**config.mk**
```make
export PLATFORM = sky130hd
export DESIGN_NAME = colour_conversion_controller
export DESIGN_NICKNAME = d
export VERILOG_FILES = /design/src/rtl/colour_conversion_controller.sv
export SDC_FILE = /design/constraint.sdc
export NUM_CORES = 1
export LEC_CHECK = 0
export BUFFER_PORTS_ARGS = -buffer_cell sky130_fd_sc_hd__buf_2
export CAP_MARGIN = 20
export CELL_PAD_IN_SITES_DETAIL_PLACEMENT = 1
export CELL_PAD_IN_SITES_GLOBAL_PLACEMENT = 1
export CORE_ASPECT_RATIO = 0.6
export CORE_UTILIZATION = 40
export DETAILED_ROUTE_END_ITERATION = 8
export PLACE_DENSITY_LB_ADDON = 0.1
export SKIP_CTS_REPAIR_TIMING = 1
export SLEW_MARGIN = 20
export SYNTH_ARGS = -nofsm -noshare
export SYNTH_HDL_FRONTEND = slang
export SYNTH_SLANG_ARGS = --single-unit
```
**constraint.sdc**
```tcl
create_clock -name clk -period 3.6 [get_ports clk]
set_input_delay 0.54 -clock clk [delete_from_list [all_inputs] [get_ports clk]]
set_output_delay 0.54 -clock clk [all_outputs]
set_load 0.01 [all_outputs]
```
**src/rtl/colour_conversion_controller.sv**
```systemverilog
// -----------------------------------------------------------------------------
// colour_conversion_controller
//
// Purpose:
//   Sequencer for colour_conversion_datapath. It converts one YUV frame to RGB,
//   one pixel pair at a time. A pixel pair is one 16-bit word per plane.
//   For every pair the controller:
//     - reads the Y, U and V words over a single shared memory port, and loads
//       the matching datapath registers one cycle later, when the read data
//       is valid;
//     - latches the even pixel's RGB into the datapath Temp register;
//     - writes the pair's 48-bit RGB result back as three 16-bit words.
//   Writes can be stalled by the memory. Reads are always accepted.
//
// Ports:
//   clk            clock
//   rst            synchronous active-high reset
//   start          begin a frame (only looked at in IDLE)
//   done           one-cycle pulse when the frame completes
//   busy           high whenever the FSM is not in IDLE
//   R_addr         datapath pixel-word counter
//   end_of_pixel   datapath flag: R_addr == PIXEL_WORDS
//   mem_stall      memory cannot accept a write this cycle
//   mem_rd         read request (read data valid one cycle later)
//   mem_wr         write request (write data comes from the datapath)
//   mem_addr       read or write address
//   dp_rst         datapath reset (rst, or the per-frame clear pulse)
//   Yen_/Uen_/Ven_even/odd  datapath input register loads
//   Smux1          0 = even pixel to the conversion unit, 1 = odd pixel
//   Smux2          output word select: 0/1/2 = word0/1/2, 3 = idle
//   Temp_en        latch the even pixel's RGB
//   Cen            advance the datapath pixel counter
// -----------------------------------------------------------------------------
module colour_conversion_controller #(
    parameter int PIXEL_WORDS = 38400,
    parameter int U_BASE      = 38400,
    parameter int V_BASE      = 76800,
    parameter int W_BASE      = 115200,
    parameter int AW          = 20
) (
    input  logic          clk,
    input  logic          rst,
    input  logic          start,
    output logic          done,
    output logic          busy,
    input  logic [AW-1:0] R_addr,
    input  logic          end_of_pixel,
    input  logic          mem_stall,
    output logic          mem_rd,
    output logic          mem_wr,
    output logic [AW-1:0] mem_addr,
    output logic          dp_rst,
    output logic          Yen_even,
    output logic          Yen_odd,
    output logic          Uen_even,
    output logic          Uen_odd,
    output logic          Ven_even,
    output logic          Ven_odd,
    output logic          Smux1,
    output logic [1:0]    Smux2,
    output logic          Temp_en,
    output logic          Cen
);

    // Plane bases and the final write-counter value, all in address width.
    localparam logic [AW-1:0] C_U_BASE    = AW'(U_BASE);
    localparam logic [AW-1:0] C_V_BASE    = AW'(V_BASE);
    localparam logic [AW-1:0] C_W_BASE    = AW'(W_BASE);
    localparam logic [AW-1:0] C_WCNT_LAST = AW'(3 * PIXEL_WORDS);
    localparam logic [AW-1:0] C_ONE       = AW'(1);

    typedef enum logic [3:0] {
        S_IDLE = 4'd0,
        S_CLR  = 4'd1,
        S_RY   = 4'd2,
        S_RU   = 4'd3,
        S_RV   = 4'd4,
        S_LV   = 4'd5,
        S_CE   = 4'd6,
        S_W0   = 4'd7,
        S_W1   = 4'd8,
        S_W2   = 4'd9,
        S_CHK  = 4'd10,
        S_DONE = 4'd11
    } state_t;

    state_t        r_state;
    state_t        w_next_state;
    logic [AW-1:0] r_wcnt;
    logic [AW-1:0] w_wcnt_next;
    logic          w_wr_slot;   // state is one of the three write states
    logic          w_cen_slot;  // state is the last write of the pair
    logic          w_clr;       // per-frame datapath clear

    // State and write-counter registers, with synchronous reset.
    always_ff @(posedge clk) begin
        if (rst) begin
            r_state <= S_IDLE;
            r_wcnt  <= '0;
        end else begin
            r_state <= w_next_state;
            r_wcnt  <= w_wcnt_next;
        end
    end

    // Next-state and next write-counter logic.
    always_comb begin
        w_next_state = r_state;
        w_wcnt_next  = r_wcnt;
        case (r_state)
            S_IDLE: begin
                if (start) begin
                    w_next_state = S_CLR;
                end else begin
                    w_next_state = S_IDLE;
                end
            end
            S_CLR: begin
                w_wcnt_next  = '0;
                w_next_state = S_RY;
            end
            S_RY:  w_next_state = S_RU;
            S_RU:  w_next_state = S_RV;
            S_RV:  w_next_state = S_LV;
            S_LV:  w_next_state = S_CE;
            S_CE:  w_next_state = S_W0;
            S_W0, S_W1, S_W2: begin
                // A stalled write holds the state and the address.
                if (mem_stall) begin
                    w_next_state = r_state;
                end else begin
                    // The counter stops at its final value instead of
                    // wrapping, so a stray extra write cannot alias the
                    // start of the output area.
                    if (r_wcnt != C_WCNT_LAST) begin
                        w_wcnt_next = r_wcnt + C_ONE;
                    end else begin
                        w_wcnt_next = r_wcnt;
                    end
                    if (r_state == S_W0) begin
                        w_next_state = S_W1;
                    end else if (r_state == S_W1) begin
                        w_next_state = S_W2;
                    end else begin
                        w_next_state = S_CHK;
                    end
                end
            end
            S_CHK: begin
                // end_of_pixel already reflects the Cen issued in W2.
                if (end_of_pixel) begin
                    w_next_state = S_DONE;
                end else begin
                    w_next_state = S_RY;
                end
            end
            S_DONE:  w_next_state = S_IDLE;
            default: w_next_state = S_IDLE;
        endcase
    end

    // Moore output decode from the state register.
    always_comb begin
        mem_rd     = 1'b0;
        mem_addr   = '0;
        Yen_even   = 1'b0;
        Yen_odd    = 1'b0;
        Uen_even   = 1'b0;
        Uen_odd    = 1'b0;
        Ven_even   = 1'b0;
        Ven_odd    = 1'b0;
        Smux1      = 1'b0;
        Smux2      = 2'd3;
        Temp_en    = 1'b0;
        done       = 1'b0;
        w_wr_slot  = 1'b0;
        w_cen_slot = 1'b0;
        w_clr      = 1'b0;
        case (r_state)
            S_CLR: w_clr = 1'b1;
            S_RY: begin
                mem_rd   = 1'b1;
                mem_addr = R_addr;
            end
            S_RU: begin
                // Y data from the RY read is valid this cycle.
                mem_rd   = 1'b1;
                mem_addr = C_U_BASE + R_addr;
                Yen_even = 1'b1;
                Yen_odd  = 1'b1;
            end
            S_RV: begin
                mem_rd   = 1'b1;
                mem_addr = C_V_BASE + R_addr;
                Uen_even = 1'b1;
                Uen_odd  = 1'b1;
            end
            S_LV: begin
                Ven_even = 1'b1;
                Ven_odd  = 1'b1;
            end
            S_CE: begin
                Smux1   = 1'b0;
                Temp_en = 1'b1;
            end
            S_W0: begin
                Smux1     = 1'b1;
                Smux2     = 2'd0;
                mem_addr  = C_W_BASE + r_wcnt;
                w_wr_slot = 1'b1;
            end
            S_W1: begin
                Smux1     = 1'b1;
                Smux2     = 2'd1;
                mem_addr  = C_W_BASE + r_wcnt;
                w_wr_slot = 1'b1;
            end
            S_W2: begin
                Smux1      = 1'b1;
                Smux2      = 2'd2;
                mem_addr   = C_W_BASE + r_wcnt;
                w_wr_slot  = 1'b1;
                w_cen_slot = 1'b1;
            end
            S_DONE:  done = 1'b1;
            default: ;
        endcase
    end

    // A stall suppresses only the write strobe and the pair advance.
    assign mem_wr = w_wr_slot & ~mem_stall;
    assign Cen    = w_cen_slot & ~mem_stall;
    assign dp_rst = rst | w_clr;
    assign busy   = (r_state != S_IDLE);

endmodule

```
==> results.toml, run 1 <==
[clocking]
clk_latency_ns = 0.27
clk_pin_slew_ns = 0.09
cts_buffers = 3
htree_levels = 1
clock_sinks = 24
tritoncts = "built"
clockRootBuffer = "clkbuf_8"
clockBufferDepth = 2

[critical_path]
critPathLaunchType = "flop"
critical_path.endpoint = "mem_addr[17]"
worstPathArrival_ns = 2.69
critical_path_required_ns = 3.06
startpoint = "r_state[2]"
crit_fanout = 18
ff2ff_setup_slack_ns = 0.76
critPathKind = "flop to primary output"
r2r-start = "r_state[0]"
slowest_delay_ns = 0.84
crit_chain = "or4b_2, clkinv_1, a21oi_1, o211a_1, o21ai_0, buf_2"
crit_path_end_kind = "primary output"
reg2reg_depth = 6
worst_path_max_delay_cell = "or4b_2"
timing.rr.end = "r_wcnt[13]"

[sta]
setup_viol = 0
hold_viol = 0
finalCritPeriodShare = 0.8963
finalSetupTns_ns = 0
post-route-min-period_ns = 3.227
max_freq_mhz = 309.9
finClkSkew_ns = 0.007296
rsz0062_at_grt = "no"
worst_slew_pin_slew_ns = 0.8771
drv_slew = 0
timing.slew.headroom = 0.4127

[synthesis]
ys.flop_type = "dfxtp_1"
yosys_warnings = 0
syn_area_per_cell_um2 = 7.089
synth_cell_type_count = 52
syn_nets = 346
seq_area_frac_synth = 0.2159
ys_ff_latch = 24
synthesis.area_um2 = 2226
post_synth_inst_count = 314
synth_edf_count = 0
synthArstFlopShare = 0

[power_and_ir_drop]
power_density_nw_per_um2 = 282.5
p_leak_nw = 1.044
ir_drop_uv = 143.1

[drt]
dr_total_vias = 2581
drtPass1Iterations = 6
routed_wl_um = 7446
drc = 0
antenna_left = 0
wl_per_cell_um = 17.60
drt_iter0_drc = 149
avgViaCountPerCell = 6.102

[worst_hold_path]
hold_path_class = "flop to flop"

[global_routing]
grt_max_degree = 22
grt_pass1_vias = 2390
gr-total-overflow = 0
grt_pass1_wl_um = 12040
grt_usage = 0.2589
antenna_found_initial = 0

[floorplan]
start_util = 0.4276
fp.dieH_um = 59.78
coreArea_um2 = 5205
die_w_um = 98.31
ios = 61
dieArea_um2 = 5877
rows = 20

[layout]
n_antenna_cell = 0
num-fill-cells = 712
nets = 390
final_util = 0.4935
drive_gt1_frac = 0.2045
area_delta_synth_final_pct = 15.40

[flow_run]
maxCapViolCount = 0

[placed_design]
place.gp.congestion = 0.8245
port_buffers = 60
dpl.hpwl_um = 5572

[outcome]
status = "finished, final reports clean"
cells in the mapped netlist, drive strengths merged (8+ instances only):
master,count,share of area
a21oi,23,0.052
a22o,8,0.031
buf,9,0.029
clkbuf,16,0.027
dfxtp,24,0.22
inv,18,0.030
nand2,26,0.044
nand3,8,0.018
nor2,32,0.054
o211ai,11,0.039
o21ai,25,0.058
or3,8,0.022
xnor2,11,0.043
xor2,10,0.039
per-layer routing:
metal	global-route usage	vias to the layer above	wire length, um	share of wire
li1	-	1243	-	-
met1	0.3676	1262	3899	0.52
met2	0.4346	68	3174	0.43
met3	0.03626	8	322	0.043
met4	0.02772	0	49	0.0066
met5	0	-	0	0
where the power goes:
| group | leakage, nW | switching (mW) | internal (mW) |
|---|---|---|---|
| Sequential | 0.194 | 0.0190 | 0.269 |
| Clock | 0.0288 | 0.0931 | 0.0979 |
| Combinational | 0.821 | 0.149 | 0.0976 |
| Total | 1.04 | 0.261 | 0.465 |
worst min-delay path by stage:
stage / slack [ns] / start / depth (start not counted) / endpoint
final: 0.53 / r_wcnt[0] / 2 / r_wcnt[0]
after global routing: 0.53 / rst / 2 / r_state[0]
after CTS: 0.53 / r_wcnt[0] / 2 / r_wcnt[0]
after detailed placement: 0.52 / r_wcnt[0] / 2 / r_wcnt[0]
after global placement: 0.50 / r_wcnt[0] / 2 / r_wcnt[0]
after floorplan: 0.47 / r_wcnt[1] / 2 / r_wcnt[1]
per-stage QoR:
stage | cells | power (mW) | instance area (um^2) | hold WS, ns | worst slack (ns)
after floorplan | 314 | 0.4533 | 2226 | 0.4681 | 1.121
final | 423 | 0.7256 | 2569 | 0.5254 | 0.3735
after CTS | 423 | 0.7257 | 2569 | 0.5283 | 0.4112
after detailed placement | 419 | 0.5375 | 2514 | 0.5155 | 0.7137
after global routing | 423 | 0.7648 | 2569 | 0.5312 | 0.2026
after global placement | 419 | 0.5324 | 2514 | 0.5011 | 0.7799
layout make-up:
class | count | area, um^2 | share of cell area
clock buffers | 4 | 55.05 | 0.02143
inverters | 19 | 71.32 | 0.02776
multi-input cells | 246 | 1549 | 0.6030
flip-flops and latches | 24 | 480.5 | 0.1870
well taps | 66 | 82.58 | 0.03215
repair buffers | 64 | 330.3 | 0.1286
cell usage in the layout, fill, tap and decap left out, drive strengths merged, types with 10 or more instances in the layout:
master and count:
dfxtp 24, xor2 10, nand2 26, o211ai 11, nor2 32, buf 64, o21ai 25, inv 18
a21oi 23, xnor2 11
worst max-delay path, delay by kind of cell (launching register included):
family,cells,cell delay (ns)
simple gates,1,0.84
buf+inv,2,0.42
flops,1,0.70
compound gates,3,0.45
sequential cells by signal, indices dropped and copies added (netlist names):
| signal | cells |
|---|---|
| r_state | 4 |
| r_wcnt | 20 |
logic make-up (layout without fill, tap and decap cells):
group / after synthesis / in the layout / synth area share
fa+ha+maj: 7 / 7 / 0.03935
xor+xnor: 21 / 21 / 0.08263
simple gates: 117 / 117 / 0.2721
compound gates: 101 / 101 / 0.3019
buf+inv: 44 / 87 / 0.08825
flops: 24 / 24 / 0.2159
(Power assumes the default switching activity.)
==> run 2: changes to the inputs <==
CORE_UTILIZATION = 34   (was 40)
TNS_END_PERCENT = 5   (was unset)
clock period = 2.85 ns   (was 3.6 ns; I/O delays follow)
==> run 2 against run 1 <==
Against the previous run: worst hold slack worse by 0.11 ns; critical path depth increased by 3; non-clock buffer count rose by 6; cell area up 2.4%; setup slack lost 0.16 ns; cell count increased by 5.4%; clock power grew 7%; wire length is 1.3% lower; critical path type is now input port to primary output; highest routed layer is now met5.
==> results.toml, run 2 (synthesized netlist as in run 1, its figures left out) <==
[outcome]
status = "finished, final reports clean"

[placed_design]
place.gp.congestion = 0.7941
dpl.hpwl_um = 5642
port_buffers = 60

[critical_path]
critical_path_required_ns = 2.42
worstPathArrival_ns = 2.20
critPathKind = "input port to primary output"
crit_path_end_kind = "primary output"
critPathLaunchType = "input port"
startpoint = "R_addr[10]"
path_delay_family = "compound AO/OA/AOI/OAI gates"
worst_path_max_delay_cell = "a211o_1"
crit_chain = "buf_2, inv_1, ha_1, a211o_1, a22o_1, and4_1, a211o_1, a22o_1, buf_2"
slowest_delay_ns = 0.33
path_buf_inv = 3
r2r-start = "r_wcnt[0]"
crit_fanout = 5

[floorplan]
dieArea_um2 = 6885
die_w_um = 106.5
start_util = 0.3578
coreArea_um2 = 6221
ios = 61
rows = 22
fp.dieH_um = 64.68

[sta]
worst_slew_pin_slew_ns = 0.5295
rsz0062_at_grt = "no"
hold_viol = 0
finalSetupTns_ns = 0
finClkSkew_ns = 0.002088
finalCritPeriodShare = 0.9234
timing.slew.headroom = 0.6420
setup_viol = 0
max_freq_mhz = 380.0
post-route-min-period_ns = 2.632
drv_slew = 0

[clocking]
clk_latency_ns = 0.27
clockBufferDepth = 2
tritoncts = "built"
htree_levels = 1
clock_sinks = 24
clk_pin_slew_ns = 0.08
cts_buffers = 3
clockRootBuffer = "clkbuf_8"

[power_and_ir_drop]
pwr-share-seq = 0.387
p_leak_nw = 1.066
ir_drop_uv = 174.6
p_int_uw = 568.1
p_clk_frac = 0.230
p_sw_uw = 321.2
p_total_uw = 889.4
swShare = 0.3612
comb_power_share = 0.383
power_density_nw_per_um2 = 338.2

[layout]
reg_top3 = "r_wcnt x20, r_state x4"
largest_register_ffs = 20
n_antenna_cell = 0
regMostFlops = "r_wcnt"
layout_commonest_cell = "buf_2"
layout_common_cells = "buf_2, nor2_1, nand2_1"
area_delta_synth_final_pct = 18.16
nets = 396
drive_gt1_frac = 0.2182

[global_routing]
gr-total-overflow = 0
grt_max_degree = 21
grt_usage = 0.2191
grt_pass1_vias = 2323
grt_pass1_wl_um = 12010
antenna_found_initial = 1

[drt]
drc = 0
drt_iter0_drc = 85
dr_total_vias = 2551
wl_per_cell_um = 16.48
routed_wl_um = 7348
avgViaCountPerCell = 5.720
drtPass1Iterations = 4
antenna_left = 0

[flow_run]
maxCapViolCount = 0

[worst_hold_path]
hp-start = "rst"
hold_path_class = "input port to flop"
## run 2: layout make-up
cell class	instances	area, um^2
multi-input combinational	246	1553
inverter	19	75.07
clock buffer	3	41.29
fill	844	3591
timing repair buffer	70	375.4
tap	84	105.1
sequential	24	480.5
## run 2: layer usage
metal / wire length [um] / part of all wire / global-route usage
met5: 14 / 0.0019 / 0
met1: 3764 / 0.51 / 0.3382
met2: 3045 / 0.41 / 0.3182
met3: 485 / 0.066 / 0.04024
met4: 38 / 0.0052 / 0.02397
## run 2: stage by stage
step | hold slack (ns) | cell area, um^2 | setup WS (ns) | utilization | cells
after floorplan | 0.4681 | 2226 | 0.5197 | - | 314
after global placement | 0.5067 | 2581 | 0.2713 | 0.4149 | 443
after detailed placement | 0.5131 | 2581 | 0.2385 | 0.4149 | 443
after CTS | 0.4172 | 2623 | 0.06604 | 0.4216 | 446
after global routing | 0.4284 | 2630 | 0.04962 | 0.4228 | 446
final | 0.4192 | 2630 | 0.2183 | 0.4228 | 446
## run 2: final timing paths
| path | end | slack [ns] | depth (start not counted) |
|---|---|---|---|
| max | mem_addr[18] | 0.22 | 9 |
| min | r_wcnt[0] | 0.42 | 2 |
| max reg2reg | r_wcnt[3] | 0.33 | 7 |
| min reg2reg | r_wcnt[0] | 0.53 | 2 |
## run 2: power groups by stage
stage / registers [mW] / clock network, mW / logic (mW)
after floorplan: 0.350 / 0 / 0.222
after global placement: 0.352 / 0 / 0.334
after detailed placement: 0.352 / 0 / 0.339
after CTS: 0.344 / 0.211 / 0.340
after global routing: 0.345 / 0.230 / 0.376
final: 0.344 / 0.204 / 0.341
==> run 3: changes to the inputs <==
CORE_UTILIZATION = 37   (was 34)
clock period = 2.7 ns   (was 2.85 ns; I/O delays follow)
==> run 3 against run 2 <==
Against the previous run: non-clock buffer count grew 2; register-to-register slack worse by 0.02 ns; critical endpoint unchanged; utilization grew 4.5 points; sequential share of layout area down 0.18 points; clock power increased by 6%; total power rose by 5.8%; worst hold slack lost 0.031 ns; setup slack worse by 0.097 ns; clock skew about the same; combinational power up 5.9%; die area is 7.9% lower.
==> results.toml, run 3 (synthesized netlist as in run 1, its figures left out) <==
[outcome]
status = "finished, final reports clean"

[worst_hold_path]
hold_depth = 2
hold_path_class = "input port to flop"
min_to = "r_state[3]"
hp-start = "rst"

[floorplan]
ios = 61
fp.dieH_um = 62.08
rows = 21
dieArea_um2 = 6340
coreArea_um2 = 5675
die_w_um = 102.1
start_util = 0.3922

[clocking]
clk_pin_slew_ns = 0.08
tritoncts = "built"
clk_latency_ns = 0.27
htree_levels = 1
cts_buffers = 3
clock_sinks = 24
clockBufferDepth = 2
clockRootBuffer = "clkbuf_8"

[critical_path]
ff2ff_setup_slack_ns = 0.31
critPathLaunchType = "input port"
worstPathArrival_ns = 2.17
critical_path_required_ns = 2.30
timing.rr.end = "r_wcnt[7]"
crit_path_end_kind = "primary output"
reg2reg_depth = 6
r2r-start = "r_state[3]"
crit_fanout = 5
critPathKind = "input port to primary output"

[placed_design]
place.gp.congestion = 0.8309
place_area_um2 = 2584
port_buffers = 60
place_inst = 440
dpl.hpwl_um = 5682

[layout]
drive_gt1_frac = 0.2335
largest_register_ffs = 20
area_delta_synth_final_pct = 19.34
regMostFlops = "r_wcnt"
layout_common_cells = "buf_2, nor2_1, nand2_1"
reg_top3 = "r_wcnt x20, r_state x4"
n_antenna_cell = 0
fin_cells = 444
final_util = 0.4680
stdcell_area_um2 = 2656
layout_commonest_cell = "buf_2"
nets = 398

[drt]
dr_total_vias = 2522
avgViaCountPerCell = 5.680
drc = 0
routed_wl_um = 7507
antenna_left = 0
wl_per_cell_um = 16.91
drt_iter0_drc = 169
drtPass1Iterations = 4

[sta]
worst_slew_pin_slew_ns = 0.5525
finalSetupTns_ns = 0
finClkSkew_ns = 0.002237
finalCritPeriodShare = 0.9550
max_freq_mhz = 387.8
rsz0062_at_grt = "no"
setup_viol = 0
hold_viol = 0
drv_slew = 0
post-route-min-period_ns = 2.579
timing.slew.headroom = 0.6283

[global_routing]
grt_pass1_wl_um = 12050
gr-total-overflow = 0
grt_max_degree = 19
grt_usage = 0.2507
grt_pass1_vias = 2337
antenna_found_initial = 0

[power_and_ir_drop]
ir_drop_uv = 197.7
p_leak_nw = 1.080
p_total_uw = 941.3
power_density_nw_per_um2 = 354.4

[flow_run]
maxCapViolCount = 0
## run 3: per-layer routing
| layer | wire length, um | GRT usage | part of all wire | vias to the layer above |
|---|---|---|---|---|
| met2 | 3242 | 0.3979 | 0.43 | 60 |
| met5 | 0 | 0 | 0 | - |
| li1 | - | - | - | 1255 |
| met4 | 15 | 0.02449 | 0.0020 | 0 |
| met3 | 393 | 0.03803 | 0.052 | 2 |
| met1 | 3855 | 0.3716 | 0.51 | 1205 |
## run 3: worst max path at each step
stage	cells past startpoint	endpoint	from
6_report	9	mem_addr[18]	R_addr[10]
5_1_grt	8	mem_addr[17]	r_state[1]
4_1_cts	6	mem_addr[17]	r_state[3]
3_5_place_dp	9	mem_addr[18]	R_addr[10]
3_3_place_gp	9	mem_addr[18]	R_addr[10]
2_1_floorplan	7	mem_addr[17]	r_state[1]
## run 3: layout make-up
type,instances,area [um^2]
multi-input cells,246,1569
clock buffers,3,41.29
repair buffers,72,390.4
flip-flops and latches,24,480.5
inverters,19,75.07
fillers,766,3019
well taps,80,100.1
## run 3: where the power goes
group / total [mW] / internal, mW / switching [mW]
logic: 0.361 / 0.142 / 0.219
clock network: 0.216 / 0.0999 / 0.116
registers: 0.364 / 0.359 / 0.00502
total: 0.941 / 0.601 / 0.340
## run 3: critical path, cell delays in order
cell and delay, ns:
buf_2 0.12, inv_1 0.08, ha_1 0.21, a211o_1 0.32, a22o_1 0.22, and4_1 0.21
a211o_1 0.27, a22o_1 0.19, buf_2 0.14
## run 3: stage by stage
stage,setup WS (ns),hold WS [ns]
2_1_floorplan,0.3922,0.4681
3_3_place_gp,0.1708,0.4972
3_5_place_dp,0.1338,0.5129
4_1_cts,0.08504,0.3906
5_1_grt,0.004022,0.3958
6_report,0.1215,0.3884
